`config.mk`:
```
export PLATFORM = sky130hd
export DESIGN_NAME = tart_sample_capture
export DESIGN_NICKNAME = d
export VERILOG_FILES = /design/src/rtl/tart_capture_pkg.sv /design/src/rtl/tart_sync_edge.sv /design/src/rtl/tart_sample_capture.sv
export SDC_FILE = /design/constraint.sdc
export NUM_CORES = 1
export LEC_CHECK = 0
export BUFFER_PORTS_ARGS = -buffer_cell sky130_fd_sc_hd__buf_2
export CORE_UTILIZATION = 30
export CTS_BUF_LIST = sky130_fd_sc_hd__clkbuf_8 sky130_fd_sc_hd__clkbuf_16
export DETAILED_ROUTE_END_ITERATION = 6
export SYNTH_ARGS = -nofsm -noshare
export SYNTH_HDL_FRONTEND = slang
export SYNTH_SLANG_ARGS = --single-unit
export TNS_END_PERCENT = 5
```
`constraint.sdc`:
```
create_clock -name clk_x -period 2.3 [get_ports clk_x]
set_clock_uncertainty 0.1 [all_clocks]
set_input_delay 0 -clock clk_x [delete_from_list [all_inputs] [get_ports clk_x]]
set_output_delay 0 -clock clk_x [all_outputs]
set_load 0.02 [all_outputs]
```
`src/rtl/tart_capture_pkg.sv`:
```
// Shared definitions for the TART sample capture front end:
// FSM encodings and default timing parameters.
package tart_capture_pkg;

   typedef enum logic [1:0] {
      CAP_UNLOCKED = 2'd0,
      CAP_ACQUIRE  = 2'd1,
      CAP_LOCKED   = 2'd2
   } cap_state_e;

   localparam int unsigned CAP_RATIO    = 12;
   localparam int unsigned CAP_TOL      = 1;
   localparam int unsigned CAP_LOCK_CNT = 16;

endpackage

```
`src/rtl/tart_sync_edge.sv`:
```
// Two-flop synchroniser for rx_clk and rx_dat, plus the delayed-clock
// flop that turns the synchronised clock into a one-cycle rise pulse.
module tart_sync_edge
   import tart_capture_pkg::*;
#(
   parameter int unsigned WIDTH = 24
) (
   input  logic             clk_x,
   input  logic             rst,
   input  logic             rx_clk,
   input  logic [WIDTH-1:0] rx_dat,
   output logic             rise,
   output logic [WIDTH-1:0] s2_dat
);

   logic             s1_clk_d, s1_clk_q;
   logic             s2_clk_d, s2_clk_q;
   logic             c3_d, c3_q;
   logic [WIDTH-1:0] s1_dat_d, s1_dat_q;
   logic [WIDTH-1:0] s2_dat_d, s2_dat_q;

   // Clock and data share the same two stages so they stay aligned.
   always_comb begin
      s1_clk_d = rx_clk;
      s2_clk_d = s1_clk_q;
      c3_d     = s2_clk_q;
      s1_dat_d = rx_dat;
      s2_dat_d = s1_dat_q;
   end

   always_ff @(posedge clk_x) begin
      if (rst) begin
         s1_clk_q <= 1'b0;
         s2_clk_q <= 1'b0;
         c3_q     <= 1'b0;
         s1_dat_q <= '0;
         s2_dat_q <= '0;
      end else begin
         s1_clk_q <= s1_clk_d;
         s2_clk_q <= s2_clk_d;
         c3_q     <= c3_d;
         s1_dat_q <= s1_dat_d;
         s2_dat_q <= s2_dat_d;
      end
   end

   assign rise   = s2_clk_q & ~c3_q;
   assign s2_dat = s2_dat_q;

endmodule

```
`src/rtl/tart_sample_capture.sv`:
```
// Capture stage: locks onto the radio sample period and latches one
// antenna word per period at a programmable phase.
module tart_sample_capture
   import tart_capture_pkg::*;
#(
   parameter int unsigned WIDTH    = 24,
   parameter int unsigned RATIO    = CAP_RATIO,
   parameter int unsigned TOL      = CAP_TOL,
   parameter int unsigned LOCK_CNT = CAP_LOCK_CNT,
   parameter int unsigned DELAY    = 3
) (
   input  logic             clk_x,
   input  logic             rst,
   input  logic             enable,
   input  logic             rx_clk,
   input  logic [WIDTH-1:0] rx_dat,
   input  logic [3:0]       phase,
   output logic             strobe,
   output logic [WIDTH-1:0] antenna,
   output logic             locked,
   output logic [31:0]      sample_count,
   output logic [7:0]       err_count
);

   localparam logic [5:0] MIN_P     = 6'(RATIO - TOL);
   localparam logic [5:0] MAX_P     = 6'(RATIO + TOL);
   localparam logic [4:0] TOUT_PER  = 5'(RATIO + TOL);
   localparam logic [3:0] PH_MAX    = 4'(RATIO - 1);
   localparam logic [4:0] LOCK_LAST = 5'(LOCK_CNT - 1);

   // DELAY is accepted for compatibility; registers update with zero delay.
   if (DELAY > 0) begin : g_zero_delay
   end

   logic             rise;
   logic [WIDTH-1:0] s2_dat;

   tart_sync_edge #(
      .WIDTH (WIDTH)
   ) u_sync (
      .clk_x  (clk_x),
      .rst    (rst),
      .rx_clk (rx_clk),
      .rx_dat (rx_dat),
      .rise   (rise),
      .s2_dat (s2_dat)
   );

   cap_state_e       state_d, state_q;
   logic [4:0]       per_d, per_q;
   logic [4:0]       good_d, good_q;
   logic [7:0]       err_d, err_q;
   logic [31:0]      count_d, count_q;
   logic [WIDTH-1:0] antenna_d, antenna_q;
   logic             strobe_d, strobe_q;
   logic             locked_d, locked_q;

   logic [5:0] meas;
   logic       per_ok;
   logic       timeout;
   logic [3:0] phase_c;
   logic       capture;

   always_comb begin
      meas    = {1'b0, per_q} + 6'd1;
      per_ok  = (meas >= MIN_P) && (meas <= MAX_P);
      timeout = (per_q == TOUT_PER) && !rise;
      phase_c = (phase > PH_MAX) ? PH_MAX : phase;
      capture = (per_q == {1'b0, phase_c}) && !rise;

      per_d     = per_q;
      state_d   = state_q;
      good_d    = good_q;
      err_d     = err_q;
      count_d   = count_q;
      antenna_d = antenna_q;
      strobe_d  = 1'b0;

      if (rise) begin
         per_d = '0;
      end else if (per_q != 5'd31) begin
         per_d = per_q + 5'd1;
      end

      unique case (state_q)
         CAP_UNLOCKED: begin
            if (rise) begin
               state_d = CAP_ACQUIRE;
               good_d  = '0;
            end
         end
         CAP_ACQUIRE: begin
            if (timeout) begin
               state_d = CAP_UNLOCKED;
            end else if (rise && per_ok) begin
               good_d = good_q + 5'd1;
               if (good_q == LOCK_LAST) state_d = CAP_LOCKED;
            end else if (rise) begin
               good_d = '0;
            end
         end
         CAP_LOCKED: begin
            if (timeout || (rise && !per_ok)) begin
               state_d = CAP_UNLOCKED;
               if (err_q != 8'hFF) err_d = err_q + 8'd1;
            end
         end
         default: state_d = CAP_UNLOCKED;
      endcase

      if (capture) begin
         antenna_d = s2_dat;
         strobe_d  = (state_q == CAP_LOCKED) && enable;
      end

      if (strobe_q) count_d = count_q + 32'd1;

      locked_d = (state_d == CAP_LOCKED);
   end

   always_ff @(posedge clk_x) begin
      if (rst) begin
         state_q   <= CAP_UNLOCKED;
         per_q     <= '0;
         good_q    <= '0;
         err_q     <= '0;
         count_q   <= '0;
         antenna_q <= '0;
         strobe_q  <= 1'b0;
         locked_q  <= 1'b0;
      end else begin
         state_q   <= state_d;
         per_q     <= per_d;
         good_q    <= good_d;
         err_q     <= err_d;
         count_q   <= count_d;
         antenna_q <= antenna_d;
         strobe_q  <= strobe_d;
         locked_q  <= locked_d;
      end
   end

   assign strobe       = strobe_q;
   assign antenna      = antenna_q;
   assign locked       = locked_q;
   assign sample_count = count_q;
   assign err_count    = err_q;

endmodule

```
[After elaboration in Yosys (flattened, before gate mapping)]
Cells that the tools add are included.
Word-level totals
  flip-flop bits (word level): 129
  output and inout bits: 66
Operators by class
  equal/unequal tests: 9
  bitwise operators: 3
  order comparisons: 3
  reductions and logical operators: 15
  add/sub/neg operators: 5
  mux-type cells: 11
Operator list (count)
  32-bit by 1-bit adder with 32-bit output, second input constant: 1
  5-bit two-way mux: 3
  5-bit by 1-bit adder with 5-bit output, second input constant: 2
  5-bit by 4-bit == test with 1-bit output, second input constant: 2
  2-bit two-way mux: 5
  5-bit one-hot mux with 2 select lines: 1
  8-bit by 1-bit adder with 8-bit output, second input constant: 1
  8-bit inequality test, second input constant: 1
  5-bit by 1-bit adder with 6-bit output, second input constant: 1
  6-bit by 4-bit >= comparator with 1-bit output, second input constant: 1
  6-bit by 4-bit <= comparator with 1-bit output, second input constant: 1
  1-bit logical AND: 6
  2-bit one-hot mux with 3 select lines: 1
  5-bit by 4-bit == test with 1-bit output: 1
  5-bit inequality test, second input constant: 1
  2-bit == test, second input constant: 2
  4-bit greater-than comparator, second input constant: 1
  4-bit two-way mux: 1
  2-bit OR reduction: 2
  3-bit AND reduction: 1
  2-bit by 1-bit == test with 1-bit output, second input constant: 1
  1-bit logical NOT: 2
  2-bit logical NOT: 1
  2-bit inequality test, second input constant: 1
  other kinds (5): 6

[Depth between registers and ports, before layout]
Gate-level depths: netlist of run 1.
  depth in word-level cells: 9
  depth in mapped cells: 8
  mapped depth without buffers: 7

[Cells and area by module]
From an unflattened synthesis of run 1, not the netlist that was laid out.
Second synthesis, totals
  cell total of the unflattened synthesis: 486
  area total of the unflattened synthesis: 4852.2 um^2
By module, submodules not included
  tart_sample_capture: seq. area each 1561.5 um^2, cells each 378, area each 3480.8 um^2, instances 1
  tart_sync_edge: seq. area each 1021.0 um^2, cells each 108, area each 1371.3 um^2, instances 1

[Least setup slack after synthesis of run 1]
OpenSTA, ideal clock, no wires.
  path type: flip-flop to flip-flop
  start point: register per_q[0]
  end point: register err_q[0] (netlist: err_count[0])
  arrival time: 2008 ps
  cell stages (with the launch flop): 8
  slack: 71 ps
  library setup time: 121 ps
  data required time: 2079 ps
  path through: dfxtp_1 -> ha_1 -> and3_1 -> ha_1 -> a211oi_2 -> a21bo_2 -> a21o_1 -> mux2_2
Between the ends
  longest elaborated chain between the ends: 7
  elaborated cells on any way between the ends: 10
  those cells by class: add/sub (1); order compare (2); eq/ne (1); reduce/logical (6)
Ends and longest elaborated chain
  start, declared: RTL line tart_sample_capture.sv:50  | logic [4:0] per_d, per_q;
  start signal, assigned: RTL line tart_sample_capture.sv:133  | per_q <= per_d;
  5-bit by 1-bit adder with 6-bit output (*): RTL line tart_sample_capture.sv:65  | meas = {1'b0, per_q} + 6'd1;
  via meas[4]: RTL line tart_sample_capture.sv:58  | logic [5:0] meas;
  6-bit by 4-bit >= comparator with 1-bit output or 6-bit by 4-bit <= comparator with 1-bit output (tied branches): RTL line tart_sample_capture.sv:66  | per_ok = (meas >= MIN_P) && (meas <= MAX_P);
  1-bit logical AND (*): RTL line tart_sample_capture.sv:66
  1-bit logical NOT (*): RTL line tart_sample_capture.sv:103  | if (timeout || (rise && !per_ok)) begin
  1-bit logical AND (*): RTL line tart_sample_capture.sv:103
  1-bit logical OR (*): RTL line tart_sample_capture.sv:103
  3-bit AND reduction (no line) (*)
  end signal, assigned: RTL line tart_sample_capture.sv:135  | err_q <= err_d;
  end, declared: RTL line tart_sample_capture.sv:52  | logic [7:0] err_d, err_q;
The timed path passes the listed nets; every way through them passes the cells marked *.
A chain may end at the register's enable or synchronous reset.

[Final worst setup path of run 1]
  start point: register per_q[1]
  end point: register err_q[6] (netlist: err_count[6])
Between the ends
  longest elaborated chain between the ends: 7
  elaborated cells on any way between the ends: 10
  those cells by class: add/sub (1); order compare (2); eq/ne (1); reduce/logical (6)
Ends and longest elaborated chain (RTL line)
  5-bit by 1-bit adder with 6-bit output: tart_sample_capture.sv:65
  6-bit by 4-bit >= comparator with 1-bit output or 6-bit by 4-bit <= comparator with 1-bit output (tied branches): tart_sample_capture.sv:66
  1-bit logical AND: tart_sample_capture.sv:66
  1-bit logical NOT: tart_sample_capture.sv:103
  1-bit logical AND: tart_sample_capture.sv:103
  1-bit logical OR (*): tart_sample_capture.sv:103
  3-bit AND reduction (no line) (*)
Mark *: on every way between the ends. The rest lies on a longest branch, timed or not.

==> impl_metrics.tcl, run 1 <==
set metrics [dict create \
    outcome "completed" \
    start_util 0.309 \
    cts_sinks 129 \
    clock_latency_ps 420 \
    synth_edf_count 0 \
    ys_types 43 \
    clkTransAtPathRegs_ps 60 \
    switchingPower_mw 1.13 \
    die_h_um 133 \
    grt_max_degree 65 \
    dp_hpwl_mm 7.01 \
    ios 98 \
    rows 47 \
    dp.cells 821 \
    cap_violations 0 \
    final_net_count 701 \
    synth_cells 517 \
    syn_to_final_growth_pct 35.6 \
    syn_nets 558 \
    synthDominantCellAreaShare 0.501 \
    max_freq_ghz 0.452 \
    first_pass_iters 4 \
    cp.depth 9 \
    htree_num_levels 4 \
    routedWlPerCell_um 12.2 \
    cts_buffer_depth 2 \
    vdd_drop_max_uv 503 \
    r2r-start "per_q[1]" \
    r2r_setup_slack_ps 90 \
    async_flop_share 0 \
    diodes 0 \
    ys_seq_elements 129 \
    regToRegEndpoint "err_count[6]" \
    cp_top_family "multiplexers" \
    synth.cell_area_um2 5150 \
    leakagePower_nw 2.91 \
    utilization 0.418 \
    cts_tree "yes" \
    seqPwrFrac 0.434 \
    r2r_cells 9 \
    tightest_slew_ps 605 \
    via_per_inst 4.46 \
    grt_pass1_wl_mm 18.1 \
    startpoint "per_q[1]" \
    cp.required_ps 2500 \
    finalNonFillerCells 893 \
    powerDensity_nw_per_um2 758 \
    synthFlopType "dfxtp_1" \
    overflow 0 \
    hp-class "in2reg" \
    fin_crit_ps 2210 \
    endpoint_kind "flop" \
    worstSetupStartpointType "flop" \
    min_from "phase[3]" \
    portBuffers 97 \
    critPathKind "reg2reg" \
    hold_viol_final 0 \
    cts_root_buf "clkbuf_16" \
    cts_buffers 17 \
    die_w_um 133 \
    drc 0 \
    pwr-share-clk 0.513 \
    internal_power_mw 4.16 \
    crit_end "err_count[6]" \
    critPathBufInv 3 \
    yosysWarnings 0 \
    detail-route-antenna-nets 0 \
    grt.total_usage 0.129 \
    synth_top_area_cell "dfxtp_1" \
    coreArea_um2 16700 \
    antenna_found_initial 0 \
    arrival_ps 2420 \
    synth-seq-area-share 0.501 \
    total_power_mw 5.29 \
    die_area_um2 17700 \
    vias 3983 \
    sw_frac_of_total 0.213 \
    finalMaxSlewViolations 0 \
    grt_pass1_vias 3848 \
    crit_slowest_cell "mux2_2" \
    fin_crit_sh 0.963 \
    first_iter_violations 82 \
    drive_gt1_frac 0.256 \
    power_frac_comb 0.052 \
    slew_headroom 0.594 \
    synthTopCellsByArea "dfxtp_1, nor2b_1, nand2b_1, mux2i_1, xor2_1" \
    syn_avg_cell_area_um2 9.97 \
    place_congestion 0.769 \
    routed_wl_mm 10.9 \
    crit_fanout 6 \
    crit_chain "buf_6, inv_1, ha_1, mux2i_2, a211oi_4, buf_4, a211o_2, o31ai_1, mux2_2" \
    cpPeakStageDelay_ps 370 \
    setup_viol 0 \
    whs_path_depth 4 \
]
[power by group through the flow]
stage                     sequential (mW)  clock (mW)  combinational [mW]
after floorplan                      2.35           0               0.138
after global placement               2.35           0               0.213
final                                2.30        2.72               0.278
after detailed placement             2.35           0               0.220
after CTS                            2.30        2.80               0.272
after global routing                 2.30        2.89               0.307
[synthesized netlist by cell type (9+ instances only)]
cell type / number
dfxtp_1: 129
nor2b_1: 63
nand2b_1: 54
nor2_1: 52
mux2i_1: 29
xor2_1: 26
nand3_1: 22
clkbuf_1: 16
nand4_1: 14
nand2_1: 12
and3_1: 11
ha_1: 9
[how the worst min path moves through the flow]
stage | endpoint
floorplan | u_sync.s1_clk_q
global placement | u_sync.s1_dat_q[12]
detailed placement | u_sync.s1_dat_q[13]
CTS | strobe
global route | strobe
finish | strobe
[layer usage]
metal	wire length, um	track usage	vias to the layer above	part of all wire
li1	-	-	2022	-
met3	611	0.0460	12	0.056
met5	0	0	-	0
met2	5070	0.206	108	0.47
met1	5060	0.155	1841	0.47
met4	140	0.0543	0	0.013
[cells in the final DEF, fill, tap and decap left out, types with 4 or more instances in the layout]
cell,n
dlygate4sd3_1,35
clkinv_2,5
nor2_1,52
nand2b_1,54
mux2_2,7
inv_1,6
nand3_1,22
buf_2,96
xnor2_1,8
ha_1,7
nand2_1,12
buf_4,12
mux2i_1,28
nand4_1,14
and3_1,10
dfxtp_1,128
xor2_1,26
clkbuf_16,17
a21oi_1,7
nor2b_1,63
a211oi_2,4
nor3_1,4
[worst register-to-register path: stages, from the launching register on]
cell and delay (ps):
dfxtp_1 350, buf_6 130, inv_1 70, ha_1 190, mux2i_2 220, a211oi_4 120, buf_4 150, a211o_2 330
o31ai_1 90, mux2_2 370
[flip-flops by register name, indices dropped and copies added, names as in the netlist]
name,cells
sample_count,32
antenna,24
u_sync.s1_dat_q,24
u_sync.s2_dat,24
err_count,8
good_q,5
per_q,5
state_q,2
locked,1
strobe,1
u_sync.c3_d,1
u_sync.c3_q,1
u_sync.s1_clk_q,1
[metrics by stage]
stage / hold slack, ps / worst slack (ps) / cell area [um^2] / TNS [ps]
6_report: 175 / 86.0 / 6990 / 0
3_3_place_gp: 114 / 16.0 / 5920 / 0
5_1_grt: 189 / -20.6 / 6990 / -20.6
2_1_floorplan: 28.2 / 71.4 / 5150 / 0
4_1_cts: 153 / 0.562 / 6890 / 0
3_5_place_dp: 116 / -10.7 / 5920 / -10.7
[layout make-up]
cell class | count | area (um^2)
clock buffer | 18 | 439
clock inverter | 14 | 164
fill | 1627 | 9720
inverter | 6 | 22.5
multi-input combinational | 358 | 2500
sequential | 129 | 2580
tap | 220 | 275
timing repair buffer | 148 | 1000
[logic make-up (layout without fill, tap and decap cells)]
logic type               Yosys count  count (layout)  share of synthesized area
adder cells (fa/ha/maj)            9               9                     0.0219
buffers and inverters             30             186                     0.0262
XOR/XNOR                          34              34                     0.0578
multiplexers                      36              36                     0.0716
AND/OR/NAND/NOR                  251             251                      0.283
flip-flops                       129             129                      0.501
AO/OA/AOI/OAI                     28              28                     0.0384
[repair_timing]
| item | CTS | global route |
|---|---|---|
| hold buffers | 35 | 0 |
| buffers inserted | 0 | 5 |
| endpoints found under the hold margin | 37 | 0 |
| resized for setup | 2 | 12 |
| endpoints found under the setup margin | 1 | 9 |
| pin swaps | 0 | 5 |
No activity file was read; power rests on OpenSTA's default activity.
==> run 2: changes to the inputs <==
--- a/config.mk
+++ b/config.mk
@@ -6,9 +6,11 @@
 export NUM_CORES = 1
 export LEC_CHECK = 0
 export BUFFER_PORTS_ARGS = -buffer_cell sky130_fd_sc_hd__buf_2
+export CAP_MARGIN = 15
 export CORE_UTILIZATION = 30
 export CTS_BUF_LIST = sky130_fd_sc_hd__clkbuf_8 sky130_fd_sc_hd__clkbuf_16
 export DETAILED_ROUTE_END_ITERATION = 6
+export REMOVE_ABC_BUFFERS = 1
 export SYNTH_ARGS = -nofsm -noshare
 export SYNTH_HDL_FRONTEND = slang
 export SYNTH_SLANG_ARGS = --single-unit
==> run 2 against run 1 <==
Die area did not move. Combinational power barely moved. Highest routed layer unchanged. Global-route usage rose by 0.065 points. Routed wire length rose by 1.1%. Count of clock-buffer cells in the layout did not move. Worst setup slack got worse by 13 ps. Sequential cell count did not move. Sequential power barely moved. Final cell count fell by 0.11%. Critical path type unchanged.
==> impl_metrics.tcl, run 2 (synthesized netlist as in run 1, its figures left out) <==
set metrics [dict create \
    outcome "completed" \
    rows 47 \
    routed_wl_mm 11.0 \
    grt_max_degree 87 \
    cts_sinks 129 \
    cts_buffer_depth 2 \
    fin_crit_ps 2230 \
    layout_common_cells "dfxtp_1, buf_2, nor2b_1, nand2b_1, nor2_1" \
    first_pass_iters 4 \
    cp.required_ps 2500 \
    utilization 0.418 \
    cap_violations 0 \
    finalMaxSlewViolations 0 \
    overflow 0 \
    preCtsSetupSlack_ps -79.6 \
    hold_viol_final 0 \
    cpPeakStageDelay_ps 360 \
    crit_chain "ha_4, and3_1, ha_1, a211oi_4, a21bo_4, a211oi_1, mux2_2" \
    cts_tree "yes" \
    powerDensity_nw_per_um2 775 \
    regToRegEndpoint "err_count[4]" \
    coreArea_um2 16700 \
    detail-route-antenna-nets 0 \
    ios 98 \
    vias 3990 \
    setup_viol 0 \
    max_freq_ghz 0.449 \
    cp.depth 7 \
    fin_crit_sh 0.968 \
    cts_buffers 17 \
    htree_num_levels 4 \
    critPathKind "reg2reg" \
    start_util 0.309 \
    fin_ws_ps 73.3 \
    grt_pass1_vias 3876 \
    drc 0 \
    total_power_mw 5.42 \
    r2r-start "per_q[0]" \
    grt.total_usage 0.129 \
    tightest_slew_ps 566 \
    final_net_count 701 \
    largest_reg_flops 32 \
    crit_slowest_cell "mux2_2" \
    slew_headroom 0.620 \
    die_h_um 133 \
    clkTransAtPathRegs_ps 50 \
    worstSetupStartpointType "flop" \
    leakagePower_nw 2.93 \
    routedWlPerCell_um 12.3 \
    die_w_um 133 \
    via_per_inst 4.47 \
    place_congestion 0.835 \
    cts_root_buf "clkbuf_16" \
    diodes 0 \
    final_common_cell "dfxtp_1" \
    critPathBufInv 0 \
    dp_hpwl_mm 7.24 \
    syn_to_final_growth_pct 35.6 \
    startpoint "per_q[0]" \
    grt_setup_unrepaired "yes" \
    crit_end "err_count[4]" \
    antenna_found_initial 0 \
    crit_fanout 7 \
    hp-class "in2reg" \
    cp_top_family "compound AO/OA/AOI/OAI gates" \
    endpoint_kind "flop" \
    portBuffers 97 \
    first_iter_violations 127 \
    r2r_cells 7 \
    clock_latency_ps 410 \
    vdd_drop_max_uv 479 \
    r2r_setup_slack_ps 70 \
    die_area_um2 17700 \
    arrival_ps 2420 \
    grt_pass1_wl_mm 18.1 \
    drive_gt1_frac 0.251 \
]
==> run 2: worst min path at each step <==
stage | depth (start not counted) | slack [ps] | start | to
global route | 3 | 240 | rx_dat[21] | u_sync.s1_dat_q[21]
CTS | 3 | 210 | rx_dat[23] | u_sync.s1_dat_q[23]
finish | 3 | 230 | rx_dat[23] | u_sync.s1_dat_q[23]
detailed placement | 2 | 110 | rx_dat[15] | u_sync.s1_dat_q[15]
floorplan | 1 | -30 | rst | sample_count[5]
global placement | 2 | 110 | rx_dat[3] | u_sync.s1_dat_q[3]
==> run 2: repair_timing <==
item,in CTS,in global routing
hold buffers,35,0
setup buffers,2,2
gates resized for setup,5,7
endpoints found under the setup margin,5,11
hold endpoints to repair,49,0
pin swaps,3,3
==> run 2: per-stage QoR <==
step / hold slack (ps) / setup TNS [ps] / instance area [um^2] / cells
floorplan: -30.9 / 0 / 5040 / 493
global placement: 108 / -18.1 / 5930 / 822
detailed placement: 115 / -102 / 5930 / 822
CTS: 209 / 0 / 6940 / 890
global route: 237 / -2.80 / 6990 / 892
finish: 229 / 0 / 6990 / 892
==> run 2: tightest hold or removal path: cells and delay by family <==
kind	cells	cell delay, ps
buf+inv	2	600
simple gates	1	100
==> run 2: cell type report <==
cell class / instances / area [um^2]
Clock buffer: 18 / 439
Multi-Input combinational cell: 358 / 2480
Sequential cell: 129 / 2580
Fill cell: 1624 / 9720
Inverter: 6 / 22.5
Clock inverter: 13 / 185
Tap cell: 220 / 275
Timing Repair Buffer: 148 / 1000
==> run 2: metal layers <==
metal  share of wire  global-route usage  wire, um
met2            0.47               0.205      5180
met5               0                   0         0
met4           0.018              0.0690       197
met3           0.054              0.0437       596
met1            0.46               0.154      5030
==> run 2: report_power, final <==
group / leakage (nW) / total, mW / switching (mW) / internal (mW)
registers: 1.05 / 2.30 / 0.0155 / 2.29
logic: 1.57 / 0.278 / 0.124 / 0.154
clock network: 0.303 / 2.84 / 0.998 / 1.84
==> run 3: changes to the inputs <==
--- a/config.mk
+++ b/config.mk
@@ -7,6 +7,7 @@
 export LEC_CHECK = 0
 export BUFFER_PORTS_ARGS = -buffer_cell sky130_fd_sc_hd__buf_2
 export CAP_MARGIN = 15
+export CORE_ASPECT_RATIO = 1.1
 export CORE_UTILIZATION = 30
 export CTS_BUF_LIST = sky130_fd_sc_hd__clkbuf_8 sky130_fd_sc_hd__clkbuf_16
 export DETAILED_ROUTE_END_ITERATION = 6
==> run 3 against run 2 <==
Power down 0.80%. Count of clock-buffer cells in the layout rose by 1. Clock power barely moved. Critical path depth up 1. Via count fell by 0.98%. Combinational power fell by 5%. Largest cell class unchanged.
==> impl_metrics.tcl, run 3 (synthesized netlist as in run 1, its figures left out) <==
set metrics [dict create \
    die_w_um 127 \
    sw_frac_of_total 0.203 \
    dp.cells 808 \
    clock_latency_ps 410 \
    slew_headroom 0.616 \
    hp-class "in2reg" \
    cp.required_ps 2500 \
    grt_setup_unrepaired "yes" \
    switchingPower_mw 1.09 \
    place_congestion 0.780 \
    grt_max_degree 72 \
    dp_hpwl_mm 7.02 \
    setup_viol 0 \
    max_freq_ghz 0.446 \
    clkTransAtPathRegs_ps 60 \
    drive_gt1_frac 0.246 \
    cts_sinks 129 \
    syn_to_final_growth_pct 34.7 \
    fin_crit_sh 0.975 \
    final_area_um2 6940 \
    layout_common_cells "dfxtp_1, buf_2, nor2b_1, nand2b_1, nor2_1" \
    power_frac_comb 0.049 \
    ios 98 \
    cts_buffer_depth 2 \
    arrival_ps 2440 \
    finalNonFillerCells 876 \
    final_common_cell "dfxtp_1" \
    first_pass_iters 4 \
    routedWlPerCell_um 11.9 \
    start_util 0.311 \
    coreArea_um2 16600 \
    antenna_found_initial 0 \
    timing.hold.ws_ps 163 \
    worstSetupStartpointType "flop" \
    cts_buffers 17 \
    cap_violations 0 \
    endpoint_kind "flop" \
    final_net_count 700 \
    dpl_cell_area_um2 5910 \
    crit_fanout 7 \
    vias 3951 \
    hold_viol_final 0 \
    routed_wl_mm 10.4 \
    grt.total_usage 0.124 \
    finalMaxSlewViolations 0 \
    fin_crit_ps 2240 \
    vdd_drop_max_uv 444 \
    internal_power_mw 4.28 \
    via_per_inst 4.51 \
    die_area_um2 17700 \
    tightest_slew_ps 576 \
    drc 0 \
    first_iter_violations 129 \
    rows 49 \
    grt_pass1_vias 3815 \
    overflow 0 \
    seqPwrFrac 0.428 \
    detail-route-antenna-nets 0 \
    diodes 0 \
    cts_root_buf "clkbuf_16" \
    powerDensity_nw_per_um2 774 \
    critPathKind "reg2reg" \
    portBuffers 97 \
    pwr-share-clk 0.523 \
    htree_num_levels 4 \
    die_h_um 139 \
    utilization 0.419 \
    grt_pass1_wl_mm 17.5 \
    cts_tree "yes" \
    outcome "completed" \
    leakagePower_nw 2.93 \
    largest_reg_flops 32 \
]
==> run 3: critical path, cell delays in order (launching register included) <==
cell      delay [ps]
dfxtp_1          340
buf_4            150
inv_1             70
ha_1             240
mux2i_2          230
a211oi_4         120
a21bo_4          260
a211oi_2         270
mux2_2           360
==> run 3: power groups by stage <==
stage	combinational (mW)	clock [mW]	sequential, mW
6_report	0.265	2.81	2.30
3_3_place_gp	0.207	0	2.35
4_1_cts	0.260	2.90	2.30
3_5_place_dp	0.214	0	2.35
2_1_floorplan	0.103	0	2.35
5_1_grt	0.294	2.98	2.30
==> run 3: layout make-up <==
cell class	count	area, um^2
fill	1619	9610
sequential	129	2580
multi-input combinational	358	2490
timing repair buffer	147	973
clock buffer	19	453
tap	204	255
clock inverter	13	170
inverter	6	22.5
==> run 3: through the flow <==
stage / total power [mW] / setup slack (ps) / setup TNS [ps]
2_1_floorplan: 2.46 / 71.4 / 0
3_3_place_gp: 2.55 / 15.6 / 0
3_5_place_dp: 2.56 / -16.4 / -16.4
4_1_cts: 5.46 / -26.5 / -30.0
5_1_grt: 5.58 / -60.4 / -109
6_report: 5.37 / 57.0 / 0
==> run 3: repair_timing <==
action,CTS,global route
setup buffers,0,2
pin swaps,0,4
setup endpoints to repair,2,8
endpoints found under the hold margin,42,0
hold buffers,34,0
resized for setup,0,9
==> run 3: metal layers <==
metal  wire [um]  track usage  up-vias
met1        4730        0.142     1843
met5           0            0        -
met2        5100        0.207       79
li1            -            -     2014
met3         403       0.0354       15
met4         208       0.0714        0
==> run 3: final timing paths <==
check	startpoint	to	slack, ps	cells after the start
max	per_q[0]	err_count[5]	60	8
min	phase[3]	strobe	160	4
max reg2reg	per_q[0]	err_count[5]	60	8
min reg2reg	u_sync.s1_dat_q[6]	u_sync.s2_dat[6]	330	1
